`src/rtl/mem_dump_pkg.sv`:
```
// Shared types for the memory dump controller: FSM states and trigger causes.
package mem_dump_pkg;

    typedef enum logic [1:0] {
        ST_ARMED = 2'd0,
        ST_DUMP  = 2'd1,
        ST_DONE  = 2'd2
    } state_e;

    typedef enum logic [1:0] {
        CAUSE_NONE    = 2'b00,
        CAUSE_START   = 2'b01,
        CAUSE_HALT    = 2'b10,
        CAUSE_TIMEOUT = 2'b11
    } cause_e;

endpackage

```
`src/rtl/dump_skid_fifo.sv`:
```
// Two-entry output buffer with same-cycle bypass when empty.
module dump_skid_fifo #(
    parameter int W = 8
) (
    input  logic         clk,
    input  logic         rst,
    input  logic         push,
    input  logic [W-1:0] push_data,
    input  logic         pop,
    output logic         valid,
    output logic [W-1:0] data,
    output logic [1:0]   level
);

    logic [W-1:0] mem_q [2];
    logic         rd_ptr;
    logic         wr_ptr;
    logic [1:0]   cnt;
    logic         empty;
    logic         do_wr;
    logic         do_rd;

    assign empty = (cnt == 2'd0);
    assign valid = !empty || push;
    assign data  = empty ? push_data : mem_q[rd_ptr];
    assign level = cnt;

    // A word that arrives into an empty buffer and is taken at once is never stored.
    assign do_wr = push && !(empty && pop);
    assign do_rd = pop && !empty;

    always_ff @(posedge clk) begin
        if (do_wr) begin
            mem_q[wr_ptr] <= push_data;
        end
    end

    always_ff @(posedge clk or posedge rst) begin
        if (rst) begin
            rd_ptr <= 1'b0;
            wr_ptr <= 1'b0;
            cnt    <= 2'd0;
        end else begin
            if (do_wr) begin
                wr_ptr <= ~wr_ptr;
            end
            if (do_rd) begin
                rd_ptr <= ~rd_ptr;
            end
            unique case ({do_wr, do_rd})
                2'b10:   cnt <= cnt + 2'd1;
                2'b01:   cnt <= cnt - 2'd1;
                default: cnt <= cnt;
            endcase
        end
    end

endmodule

```
`src/rtl/mem_dump_ctrl.sv`:
```
// Triggered memory dump: reads a fixed address window and streams it out
// over a valid/ready interface with at most two words outstanding.
module mem_dump_ctrl
    import mem_dump_pkg::*;
#(
    parameter int DATA_W    = 32,
    parameter int ADDR_W    = 10,
    parameter int BASE_ADDR = 0,
    parameter int COUNT     = 1023,
    parameter int TIMEOUT   = 1120
) (
    input  logic              clk,
    input  logic              rst,
    input  logic              start,
    input  logic              halt,
    input  logic              rearm,
    output logic              mem_rd_en,
    output logic [ADDR_W-1:0] mem_rd_addr,
    input  logic [DATA_W-1:0] mem_rd_data,
    output logic              out_valid,
    input  logic              out_ready,
    output logic [DATA_W-1:0] out_data,
    output logic [ADDR_W-1:0] out_addr,
    output logic              out_last,
    output logic              busy,
    output logic              done,
    output logic [1:0]        trig_cause
);

    localparam int PW = DATA_W + ADDR_W + 1;
    localparam int CW = ADDR_W + 1;
    localparam logic [ADDR_W-1:0] BASE = ADDR_W'(BASE_ADDR);
    localparam logic [ADDR_W-1:0] LAST = ADDR_W'(BASE_ADDR + COUNT - 1);
    localparam logic [CW-1:0] NWORDS = CW'(COUNT);

    state_e            state_q;
    state_e            state_d;
    cause_e            cause_q;
    cause_e            cause_d;
    logic              trig;
    logic              tmo_hit;
    logic              rd_go;
    logic [31:0]       tmo_q;
    logic [ADDR_W-1:0] rd_addr_q;
    logic [CW-1:0]     rd_cnt_q;
    logic              pend_q;
    logic [ADDR_W-1:0] pend_addr_q;
    logic              pop;
    logic              f_valid;
    logic [PW-1:0]     f_data;
    logic [PW-1:0]     push_data;
    logic [1:0]        level;

    assign tmo_hit = (TIMEOUT > 0) && (tmo_q == 32'(TIMEOUT - 1));

    always_comb begin
        state_d = state_q;
        cause_d = CAUSE_NONE;
        trig    = 1'b0;
        rd_go   = 1'b0;
        unique case (state_q)
            ST_ARMED: begin
                trig = start || halt || tmo_hit;
                if (start) begin
                    cause_d = CAUSE_START;
                end else if (halt) begin
                    cause_d = CAUSE_HALT;
                end else begin
                    cause_d = CAUSE_TIMEOUT;
                end
                if (trig) begin
                    state_d = ST_DUMP;
                end
            end
            ST_DUMP: begin
                // Credit: in-flight read plus buffered words must stay below two.
                rd_go = (rd_cnt_q < NWORDS) && ((level + {1'b0, pend_q}) < 2'd2);
                if (pop && f_data[0]) begin
                    state_d = ST_DONE;
                end
            end
            ST_DONE: begin
                if (rearm) begin
                    state_d = ST_ARMED;
                end
            end
            default: state_d = ST_ARMED;
        endcase
    end

    always_ff @(posedge clk or posedge rst) begin
        if (rst) begin
            state_q <= ST_ARMED;
        end else begin
            state_q <= state_d;
        end
    end

    always_ff @(posedge clk or posedge rst) begin
        if (rst) begin
            cause_q     <= CAUSE_NONE;
            tmo_q       <= 32'd0;
            rd_addr_q   <= BASE;
            rd_cnt_q    <= '0;
            pend_q      <= 1'b0;
            pend_addr_q <= BASE;
        end else begin
            pend_q <= rd_go;
            if (rd_go) begin
                pend_addr_q <= rd_addr_q;
                rd_addr_q   <= rd_addr_q + ADDR_W'(1);
                rd_cnt_q    <= rd_cnt_q + CW'(1);
            end
            if (trig) begin
                cause_q   <= cause_d;
                rd_addr_q <= BASE;
                rd_cnt_q  <= '0;
            end
            if (state_q == ST_ARMED && !trig) begin
                tmo_q <= tmo_q + 32'd1;
            end else begin
                tmo_q <= 32'd0;
            end
        end
    end

    assign push_data = {mem_rd_data, pend_addr_q, pend_addr_q == LAST};
    assign pop       = f_valid && out_ready;

    dump_skid_fifo #(
        .W(PW)
    ) u_fifo (
        .clk      (clk),
        .rst      (rst),
        .push     (pend_q),
        .push_data(push_data),
        .pop      (pop),
        .valid    (f_valid),
        .data     (f_data),
        .level    (level)
    );

    assign mem_rd_en   = rd_go;
    assign mem_rd_addr = rd_addr_q;
    assign out_valid   = f_valid;
    assign out_data    = f_valid ? f_data[PW-1 -: DATA_W] : '0;
    assign out_addr    = f_valid ? f_data[ADDR_W:1] : BASE;
    assign out_last    = f_valid && f_data[0];
    assign busy        = (state_q == ST_DUMP);
    assign done        = (state_q == ST_DONE);
    assign trig_cause  = cause_q;

endmodule

```
`config.mk`:
```
export PLATFORM = sky130hd
export DESIGN_NAME = mem_dump_ctrl
export DESIGN_NICKNAME = d
export VERILOG_FILES = /design/src/rtl/mem_dump_pkg.sv /design/src/rtl/dump_skid_fifo.sv /design/src/rtl/mem_dump_ctrl.sv
export SDC_FILE = /design/constraint.sdc
export NUM_CORES = 1
export LEC_CHECK = 0
export BUFFER_PORTS_ARGS = -buffer_cell sky130_fd_sc_hd__buf_2
export CAP_MARGIN = 20
export CORE_ASPECT_RATIO = 2
export CORE_MARGIN = 5
export CORE_UTILIZATION = 40
export DETAILED_ROUTE_END_ITERATION = 10
export PLACE_DENSITY = 0.56
export SYNTH_ARGS = -nofsm -noshare
export SYNTH_HDL_FRONTEND = slang
export SYNTH_HIERARCHICAL = 1
export SYNTH_SLANG_ARGS = --single-unit
export TNS_END_PERCENT = 30
```
`constraint.sdc`:
```
create_clock -name clk -period 4.9 [get_ports clk]
set_clock_uncertainty 0.1 [all_clocks]
set_input_delay 0.98 -clock clk [delete_from_list [all_inputs] [get_ports clk]]
set_output_delay 0.98 -clock clk [all_outputs]
set_load 0.005 [all_outputs]
```
Word level (Yosys, flattened, before mapping)
Memories as Yosys holds them, arrays and structs flattened.
Cells that the tools add are included.
- register bits after elaboration: 72
- bits in writable memories: 86
- output and inout port bits: 59
- word-level logic and storage cells: 69
- memories kept: 1
- add/subtract/negate cells: 6
- order comparisons: 2
- equality and inequality tests: 9
- multiplexer cells: 20
- bitwise gates (word level): 2
- reductions and logical operators: 19
- memory list (memory ; depth ; width ; rd ports ; clocked after Yosys merged registers in ; wr ports ; RTL line ; RTL):
    u_fifo.mem_q ; 2 ; 43 ; 1 ; 0 ; 1 ; dump_skid_fifo.sv:15 ; logic [W-1:0] mem_q [2];
- operators with widths (kind ; number):
    two-way mux 32 bit ; 2
    two-way mux 43 bit ; 1
    adder 32 x 1 -> 32 bit, second input constant ; 1
    == test 32 x 11 -> 1 bit, second input constant ; 1
    two-way mux 10 bit ; 3
    two-way mux 11 bit ; 2
    adder 11 x 1 -> 11 bit, second input constant ; 1
    < comparator 11 x 10 -> 1 bit, second input constant ; 1
    adder 10 x 1 -> 10 bit, second input constant ; 1
    == test 10 bit, second input constant ; 1
    two-way mux 2 bit ; 5
    logical AND 1 bit ; 8
    one-hot mux 2 bit (3 select lines) ; 1
    two-way mux 1 bit ; 5
    == test 2 x 1 -> 1 bit, second input constant ; 2
    == test 2 bit, second input constant ; 2
    logical NOT 2 bit ; 2
    != test 2 bit, second input constant ; 2
    one-hot mux 2 bit (2 select lines) ; 1
    nonzero test 2 bit ; 2
    logical NOT 1 bit ; 3
    logical OR 1 bit ; 3
    AND reduction 3 bit ; 1
    adder 2 x 1 -> 2 bit ; 1
    5 further kinds ; 6

Logic depth before layout (Yosys ltp)
Gate-level depths: netlist (run 1).
- depth in word-level cells: 9
- mapped depth: 8
- depth with buffers taken out: 8

Hierarchy
Netlist (run 1), hierarchy kept.
- modules (own cells, without submodules) (module ; instances ; cells an instance ; area each (µm²)):
    dump_skid_fifo ; 1 ; 250 ; 3867.5
    mem_dump_ctrl ; 1 ; 383 ; 3716.1

Worst setup path before layout (run 1)
OpenSTA, ideal clock, no wires.
- kind: input -> register
- from: in out_ready
- to: mem u_fifo/mem_q[0][0] (netlist name), enable pin
- setup time: 443 ps
- data arrival time: 3124 ps
- data required time: 4357 ps
- path slack: 1232 ps
- stages on the path: 4
- path buffers: 0
- cell sequence: and2_1 inv_1 o21ai_4 nor2_1
- longest elaborated chain between the ends: 6
- RTL lines (item ; RTL line ; RTL):
    start, declared ; mem_dump_ctrl.sv:21 ; input logic out_ready,
    logical AND 1 bit ; mem_dump_ctrl.sv:128 ; assign pop = f_valid && out_ready;
    logical AND 1 bit ; dump_skid_fifo.sv:29 ; assign do_wr = push && !(empty && pop);
    logical NOT 1 bit ; dump_skid_fifo.sv:29 ;
    logical AND 1 bit ; dump_skid_fifo.sv:29 ;
    two-way mux 1 bit ; dump_skid_fifo.sv:33 ; if (do_wr) begin
    two-way mux 1 bit (implied by the code) ; dump_skid_fifo.sv:34 ; mem_q[wr_ptr] <= push_data;
    end, declared ; dump_skid_fifo.sv:15 ;
Every way passes these cells.

Worst setup path after layout (run 1)
- from: reg u_fifo.rd_ptr
- to: out out_data[27]
- longest elaborated chain between the ends: 3
- RTL lines (item ; RTL line ; RTL):
    start, declared ; dump_skid_fifo.sv:16 ; logic rd_ptr;
    start signal, assigned ; dump_skid_fifo.sv:48 ; rd_ptr <= ~rd_ptr;
    memory (2 x 43 bit) ; n/a ;
    two-way mux 43 bit ; dump_skid_fifo.sv:25 ; assign data = empty ? push_data : mem_q[rd_ptr];
    net f_data[38] ; mem_dump_ctrl.sv:50 ; logic [PW-1:0] f_data;
    two-way mux 32 bit ; mem_dump_ctrl.sv:146 ; assign out_data = f_valid ? f_data[PW-1 -: DATA_W] : '0;
    end, declared ; mem_dump_ctrl.sv:22 ; output logic [DATA_W-1:0] out_data,
The timed path passes the listed nets, and every way through them passes these cells.

==> impl_metrics.toml, run 1 <==
[logic_synthesis]
synth_area_mm2 = 0.00758
synth_flop_cell = "edfxtp_1"
synth_edf_count = 86
synth_top_area_cell = "edfxtp_1"
synth_top_area_share_pct = 34.1
synthesis.nets = 675
synthCells = 633
seq_area_frac_synth_pct = 57.8
syn_avg_cell_area_um2 = 12.0
ys_top_cells_by_area = "edfxtp_1 34%, dfrtp_1 24%, mux2i_1 5.7%, nor2_1 4.7%, a21oi_2 4.6%"
synthArstFlopShare_pct = 45.6
synth_cell_types = 48
ys_seq_elements = 158
yosysWarnings = 6

[clock_tree]
cts_max_path_buffers = 2
cts_buffers = 17
worstSkewPairLatency_ns = 0.42
postCtsSetupBuffers = 0
postCtsResizedCells = 0
cts_sinks = 158
ctsHoldBuffers = 0
cts_htree_levels = 4
cts.clk_slew.worst_paths_ns = 0.06
clockRootBuffer = "clkbuf_16"
cts_tree = "done"

[floorplan]
initial_core_util_pct = 40.5
die-area_mm2 = 0.0220
core_mm2 = 0.0187
rows = 71
die_height_um = 205
die_x_um = 107
ioPinCount = 97

[power_and_ir_drop]
pwr-share-seq_pct = 36.8
pwr-share-clk_pct = 26.8
power_density_mw_per_mm2 = 561
p_comb_share_pct = 36.4
ir_drop_mv = 0.275
p_switching_mw = 1.71
power.internal_mw = 3.29
power_leakage_nw = 3.62
swShare_pct = 34.2

[drt]
ant_nets = 0
totalWireLength_um = 15500
drc = 0
drtIter0Drc = 189
drt_first_pass_iters = 5
num_vias = 4910
wl_per_cell_um = 15.6
viasPerCell = 4.94

[sta]
slew_headroom_pct = 35.0
final-setup-viol-count = 0
fmax_ghz = 0.282
report.final.hold_viol_count = 0
setup_ws_ns = 1.35
slew_violations = 0
fin_crit_ns = 3.55
rsz0062_at_grt = "no"
tightest_slew_ns = 0.974
finalCritPeriodShare_pct = 72.4
tns_ns = 0

[placed_design]
io_buffers = 96
dpl.hpwl_um = 11000
gp_congestion = 0.734
dp_slack_ns = 1.71

[global_routing]
grt_antenna_before_repair = 0
grt_pass1_vias = 5177
grt_first_pass_wirelength_um = 25800
grt-ovfl-total = 0
grt_use_total_pct = 14.7
grt_max_degree = 89

[worst_setup_path]
crit_type = "reg -> out"
critPathLaunchType = "flop"
critPathRequiredTime_ns = 3.82
cp_slowest_cell = "dfrtp_2"
cp.arrival_ns = 2.47
critPathMaxFanout = 32
cp_slowest_stage_delay_ns = 1.01
path_cells = "buf_4 > mux2i_1 > a21oi_2 > and2_1 > buf_2"
cp-end-kind = "output port"

[final_layout]
fin_nets = 768
fillCellCount = 1767
area_growth_pct = 17.5
seqCellArea_mm2 = 0.00439
drive_above_1_share_pct = 29.2
multiInputGateArea_mm2 = 0.00294
num_antenna_cells = 0

[flow_run]
drv_cap = 0

[min_path]
hp-class = "in -> async"

[status]
status = "finished, final reports clean"
==> layer usage <==
layer	GRT usage [%]	part of all wire, %
met3	2.78	3.5
met2	27.6	56
met5	0	0
met4	4.97	1.1
met1	16.5	40
==> power by group through the flow <==
stage / combinational (mW) / clock [mW] / sequential, mW
6_report: 1.82 / 1.34 / 1.84
5_1_grt: 2.02 / 1.44 / 1.87
4_1_cts: 1.84 / 1.39 / 1.85
3_5_place_dp: 1.84 / 0 / 1.87
3_3_place_gp: 1.78 / 0 / 1.86
2_1_floorplan: 1.33 / 0 / 1.77
==> layout by cell type, fill, tap and decap left out, types with 12 or more instances in the layout <==
master / instances
xnor2_1: 29
mux2i_1: 43
nand3_1: 19
nand2_1: 22
dfrtp_1: 71
and2_1: 48
edfxtp_1: 86
xor2_1: 16
buf_2: 96
nand4_1: 12
nor2_1: 92
a21oi_2: 40
inv_1: 15
clkbuf_16: 19
==> synth_stat cells, types with 3 or more instances <==
cell and n:
nor3_2 5, nor3_1 7, and4_1 8, mux2i_1 43, o21ai_0 9, edfxtp_1 86, buf_6 9, ha_1 4
xnor2_1 29, nor4_1 4, mux2_2 9, a21oi_2 40, or3_1 8, nand4_2 3, and3_1 5, xor2_1 16
nand3_1 19, dfrtp_1 72, nor4_2 5, nor2_2 6, a21oi_1 9, and2_1 48, clkbuf_1 7, nand2_1 22
nand4_1 12, buf_2 12, buf_4 4, inv_1 16, nor2_1 94
==> worst max-delay path, delay by kind of cell, from the launching register on <==
family | cells | cell delay [ns]
mux | 1 | 0.29
simple gates | 1 | 0.15
buf+inv | 2 | 0.51
compound gates | 1 | 0.08
flops | 1 | 1.01
==> state kept, by name, indices dropped and copies added, names as in the netlist <==
signal,count
u_fifo/level,2
trig_cause,2
state_q,2
u_fifo/mem_q,86
mem_rd_addr,10
pend_q,1
u_fifo/wr_ptr,1
rd_cnt_q,11
tmo_q,32
u_fifo/rd_ptr,1
pend_addr_q,10
==> cell type report <==
class	instances	area share [%]
sequential	158	49.2
inverter	16	0.674
clock inverter	13	1.53
tap	255	3.58
multi-input combinational	427	33.0
timing repair buffer	106	6.68
clock buffer	19	5.34
==> through the flow <==
stage	power (mW)	area (um^2)	utilization [%]	std cells	hold slack (ns)
global placement	3.64	8240	44.0	960	0.396
global route	5.34	8910	47.5	994	0.366
CTS	5.08	8880	47.4	993	0.355
detailed placement	3.71	8270	44.1	961	0.407
floorplan	3.10	7580	-	633	0.367
finish	5.00	8910	47.5	994	0.380
==> logic make-up (layout without fill, tap and decap cells) <==
| logic type | after synthesis | after routing | synth area share [%] |
|---|---|---|---|
| adder cells (fa/ha/maj) | 4 | 4 | 0.660 |
| multiplexers | 52 | 52 | 7.01 |
| AO/OA/AOI/OAI | 70 | 70 | 7.21 |
| XOR/XNOR | 45 | 45 | 5.20 |
| AND/OR/NAND/NOR | 256 | 256 | 18.4 |
| flip-flops | 158 | 158 | 57.8 |
| buffers and inverters | 48 | 154 | 3.66 |
==> path summary, 6_finish.rpt <==
kind                                  endpoint       startpoint  slack, ns  depth (start not counted)
max in group asynchronous       mem_rd_addr[0]              rst       3.15                          3
setup reg to reg           u_fifo/mem_q[1][12]  u_fifo/level[0]       2.02                          6
hold reg to reg             u_fifo/mem_q[1][3]   pend_addr_q[2]       0.42                          0
hold / removal                   u_fifo/wr_ptr              rst       0.38                          2
min in group clk            u_fifo/mem_q[1][3]   pend_addr_q[2]       0.42                          0
setup / recovery                  out_data[27]    u_fifo/rd_ptr       1.35                          5
No activity file was read; power rests on OpenSTA's default activity.
==> inputs of run 2 (changes only) <==
--- a/config.mk
+++ b/config.mk
@@ -11,7 +11,7 @@
 export CORE_MARGIN = 5
 export CORE_UTILIZATION = 40
 export DETAILED_ROUTE_END_ITERATION = 10
-export PLACE_DENSITY = 0.56
+export PLACE_DENSITY = 0.58
 export SYNTH_ARGS = -nofsm -noshare
 export SYNTH_HDL_FRONTEND = slang
 export SYNTH_HIERARCHICAL = 1
==> constraint.sdc (replaced) <==
create_clock -name clk -period 2.9 [get_ports clk]
set_clock_uncertainty 0.1 [all_clocks]
set_input_delay 0.58 -clock clk [delete_from_list [all_inputs] [get_ports clk]]
set_output_delay 0.58 -clock clk [all_outputs]
set_load 0.005 [all_outputs]
==> impl_metrics.toml, run 2 (synthesis results as in run 1) <==
[clock_tree]
cts.clk_slew.worst_paths_ns = 0.07
clockRootBuffer = "clkbuf_16"
worstSkewPairLatency_ns = 0.42
postCtsResizedCells = 0
cts_htree_levels = 4
cts_buffers = 17
cts_max_path_buffers = 2
cts_sinks = 158
cts_tree = "done"

[global_routing]
grt_pass1_vias = 5205
grt_antenna_before_repair = 0
grt_max_degree = 51
grt_use_total_pct = 15.0
grt_first_pass_wirelength_um = 26000
grt-ovfl-total = 0

[worst_setup_path]
cp-end-kind = "output port"
cp_slowest_stage_delay_ns = 0.57
cp.arrival_ns = 2.05
cp_slowest_cell = "or3_1"
path_cells = "or3_1 > buf_4 > and2_1 > buf_2"
critPathRequiredTime_ns = 2.22
critPathLaunchType = "flop"
critPathMaxFanout = 35
cp_top_family = "simple AND/OR/NAND/NOR gates"
crit_type = "reg -> out"
crit_buf_inv = 2

[power_and_ir_drop]
power_leakage_nw = 3.60
fin_total_pwr_mw = 8.34
power_density_mw_per_mm2 = 937
ir_drop_mv = 0.442

[floorplan]
ioPinCount = 97
initial_core_util_pct = 40.5
core_mm2 = 0.0187
die_x_um = 107
die_height_um = 205
rows = 71
die-area_mm2 = 0.0220

[placed_design]
io_buffers = 96
gp_congestion = 0.760
place_area_mm2 = 0.00833
dpl.hpwl_um = 10800

[drt]
totalWireLength_um = 15800
viasPerCell = 4.95
drc = 0
drt_first_pass_iters = 4
wl_per_cell_um = 15.9
num_vias = 4935
ant_nets = 0
drtIter0Drc = 133

[min_path]
hp-class = "in -> reg"

[sta]
finalCritPeriodShare_pct = 94.0
slew_violations = 0
fmax_ghz = 0.367
rsz0062_at_grt = "no"
final-setup-viol-count = 0
slew_headroom_pct = 45.6
tightest_slew_ns = 0.814
fin_crit_ns = 2.73
report.final.hold_viol_count = 0

[final_layout]
num_antenna_cells = 0
largest-register = "u_fifo/mem_q"
stdcell_area_mm2 = 0.00891
final_common_cell = "buf_2"
drive_above_1_share_pct = 29.3
largest_register_ffs = 86
multiInputGateArea_mm2 = 0.00294
reg_top3 = "u_fifo/mem_q x86, tmo_q x32, rd_cnt_q x11"
fin_nets = 770
fillCellCount = 1702
mostFrequentLayoutCells = "96 x buf_2, 92 x nor2_1, 86 x edfxtp_1, 71 x dfrtp_1, 48 x and2_1"
area_growth_pct = 17.5
seqCellArea_mm2 = 0.00439

[status]
status = "finished, final reports clean"

[flow_run]
drv_cap = 0
[run 2: cell count changes in the layout (fill, tap and decap cells not counted)]
cell           previous run  this run
buf_12                    0         5
buf_16                    2         0
buf_4                     8         6
clkinvlp_4                0         2
inv_8                     3         1
bufinv_16                 1         0
clkbuf_16                19        18
clkinv_2                  1         0
clkinv_4                  2         3
dlygate4sd3_1             0         1
inv_4                     1         2
inv_6                     5         6
[run 2: final timing paths]
path	to	slack, ns	from	cells past startpoint
max in group asynchronous	tmo_q[4]	1.22	rst	4
min	u_fifo/mem_q[1][20]	0.27	mem_rd_data[9]	1
min in group asynchronous	u_fifo/level[1]	0.54	rst	3
max	out_data[24]	0.17	u_fifo/level[0]	4
max reg2reg	tmo_q[10]	0.57	tmo_q[5]	6
min reg2reg	tmo_q[0]	0.42	tmo_q[0]	1
[run 2: metrics by stage]
step	cells	util [%]	setup TNS, ns	hold slack, ns	setup slack, ns
global placement	963	44.4	0	0.387	0.593
CTS	996	47.5	0	0.244	0.111
detailed placement	963	44.4	0	0.388	0.530
floorplan	633	-	-61.28	0.246	-0.713
global route	996	47.5	0	0.248	0.0227
finish	996	47.5	0	0.268	0.173
[run 2: worst register-to-register path: stages, from the launching register on]
cell	delay [ns]
dfrtp_1	0.44
nor4_1	0.38
nand4_1	0.21
nor4_2	0.45
or3b_1	0.17
buf_4	0.34
nor2_1	0.12
[run 2: cell type report]
class                           count  share of cell area, %
Inverter                           16                  0.674
Timing Repair Buffer              108                   7.14
Tap cell                          255                   3.58
Clock buffer                       18                   5.06
Sequential cell                   158                   49.2
Multi-Input combinational cell    427                   33.0
Clock inverter                     14                   1.32
[run 2: layer usage]
metal,track usage (%),wire (um),vias up
li1,-,-,2415
met1,16.8,6410,2417
met2,27.8,8600,94
met3,2.96,586,9
met4,5.10,192,0
met5,0,0,-
[run 2: what timing repair did]
item	CTS	global route
setup buffers	0	0
hold endpoints to repair	4	0
hold buffers	1	0
[run 2: power breakdown]
part | switching, mW | internal, mW
Sequential | 0.193 | 2.80
Clock | 0.953 | 1.17
Combinational | 1.76 | 1.45
==> inputs of run 3 (changes only) <==
--- a/config.mk
+++ b/config.mk
@@ -12,6 +12,7 @@
 export CORE_UTILIZATION = 40
 export DETAILED_ROUTE_END_ITERATION = 10
 export PLACE_DENSITY = 0.58
+export SLEW_MARGIN = 20
 export SYNTH_ARGS = -nofsm -noshare
 export SYNTH_HDL_FRONTEND = slang
 export SYNTH_HIERARCHICAL = 1
==> constraint.sdc (replaced) <==
create_clock -name clk -period 2.9 [get_ports clk]
set_clock_uncertainty 0.1 [all_clocks]
set_input_delay 0.725 -clock clk [delete_from_list [all_inputs] [get_ports clk]]
set_output_delay 0.725 -clock clk [all_outputs]
set_load 0.005 [all_outputs]
==> impl_metrics.toml, run 3 (synthesis results as in run 1) <==
[final_layout]
reg_top3 = "u_fifo/mem_q x86, tmo_q x32, rd_cnt_q x11"
fin_nets = 772
mostFrequentLayoutCells = "96 x buf_2, 92 x nor2_1, 86 x edfxtp_1, 71 x dfrtp_1, 48 x and2_1"
drive_above_1_share_pct = 29.6
largest_register_ffs = 86
num_antenna_cells = 0
area_growth_pct = 17.7
final_common_cell = "buf_2"
largest-register = "u_fifo/mem_q"

[power_and_ir_drop]
swShare_pct = 34.2
fin_total_pwr_mw = 8.31
p_switching_mw = 2.84
p_comb_share_pct = 38.4
power_leakage_nw = 3.59
pwr-share-seq_pct = 36.8
pwr-share-clk_pct = 24.8
ir_drop_mv = 0.430
power.internal_mw = 5.47
power_density_mw_per_mm2 = 930

[placed_design]
dpl.hpwl_um = 10900
io_buffers = 96
gp_congestion = 0.771

[drt]
totalWireLength_um = 15600
viasPerCell = 5.00
drt_first_pass_iters = 5
num_vias = 4990
wl_per_cell_um = 15.6
drtIter0Drc = 135
ant_nets = 0
drc = 0

[worst_setup_path]
cp_top_family = "simple AND/OR/NAND/NOR gates"
path_cells = "or2_4 > buf_4 > nor2_1 > a21oi_2 > and2_1 > buf_2"
cp_slowest_cell = "dfrtp_1"
r2r_start = "tmo_q[5]"
crit_buf_inv = 2
critPathLaunchType = "flop"
critPathRequiredTime_ns = 2.08
crit_type = "reg -> out"
cp_slowest_stage_delay_ns = 0.45
critPathMaxFanout = 32
r2r_slack_ns = 0.55
cp.arrival_ns = 1.95
cp-startpoint = "u_fifo/level[0]"
cp-end-kind = "output port"

[floorplan]
rows = 71
die-area_mm2 = 0.0220
ioPinCount = 97
core_mm2 = 0.0187
die_height_um = 205
die_x_um = 107
initial_core_util_pct = 40.5

[sta]
rsz0062_at_grt = "no"
final-setup-viol-count = 0
finalCritPeriodShare_pct = 95.8
slew_headroom_pct = 58.5
tns_ns = 0
fin_crit_ns = 2.78
fmax_ghz = 0.360
tightest_slew_ns = 0.622
slew_violations = 0
report.final.hold_viol_count = 0

[clock_tree]
clockRootBuffer = "clkbuf_16"
cts_buffers = 17
cts_htree_levels = 4
postCtsSetupBuffers = 0
cts_sinks = 158
postCtsResizedCells = 1
cts_tree = "done"
worstSkewPairLatency_ns = 0.42
ctsHoldBuffers = 0
cts_max_path_buffers = 2
cts.clk_slew.worst_paths_ns = 0.06

[global_routing]
grt_use_total_pct = 14.7
grt_antenna_before_repair = 1
grt-ovfl-total = 0
grt_max_degree = 57
grt_first_pass_wirelength_um = 25500
grt_pass1_vias = 5158

[status]
status = "finished, final reports clean"

[min_path]
hp-class = "in -> async"

[flow_run]
drv_cap = 0
[run 3: cell types whose count changed in the layout (fill, tap and decap cells not counted), sizes merged]
cell | previous run | this run
bufinv | 0 | 1
inv | 25 | 17
clkinvlp | 2 | 7
clkinv | 3 | 5
dlygate4sd3 | 1 | 0
buf | 107 | 110
[run 3: final cells by class]
cell class / instances / area, um^2
multi-input cells: 427 / 2950
repair buffers: 110 / 661
inverters: 16 / 60.1
flip-flops and latches: 158 / 4390
fillers: 1696 / 9820
clock inverters: 14 / 121
well taps: 255 / 319
clock buffers: 18 / 429
[run 3: power groups by stage]
stage | Sequential (mW) | Clock, mW | Combinational (mW)
after global routing | 3.10 | 2.23 | 3.55
after detailed placement | 3.10 | 0 | 3.26
after global placement | 3.08 | 0 | 3.21
final | 3.05 | 2.06 | 3.19
after floorplan | 2.99 | 0 | 2.24
after CTS | 3.06 | 2.13 | 3.27
[run 3: through the flow]
step	instance area, um^2	hold WS (ns)	setup WS (ns)	utilization (%)	cells
global placement	8360	0.399	0.463	44.6	966
CTS	8920	0.0860	0.0304	47.6	998
floorplan	7580	0.367	-0.713	-	633
finish	8930	0.100	0.121	47.6	998
detailed placement	8360	0.406	0.441	44.6	966
global route	8930	0.0897	0.0110	47.6	998
[run 3: worst paths after layout]
| kind | cells past startpoint | endpoint |
|---|---|---|
| setup / recovery | 6 | out_addr[2] |
| hold / removal | 2 | u_fifo/level[1] |
| setup reg to reg | 6 | tmo_q[3] |
| hold reg to reg | 1 | tmo_q[0] |
| max in group asynchronous | 3 | tmo_q[3] |
| min in group clk | 1 | u_fifo/mem_q[0][11] |
[run 3: routing by layer]
layer | GRT usage (%) | wire [um]
met1 | 15.7 | 6210
met3 | 3.19 | 634
met4 | 6.32 | 329
met5 | 0 | 0
met2 | 27.4 | 8390
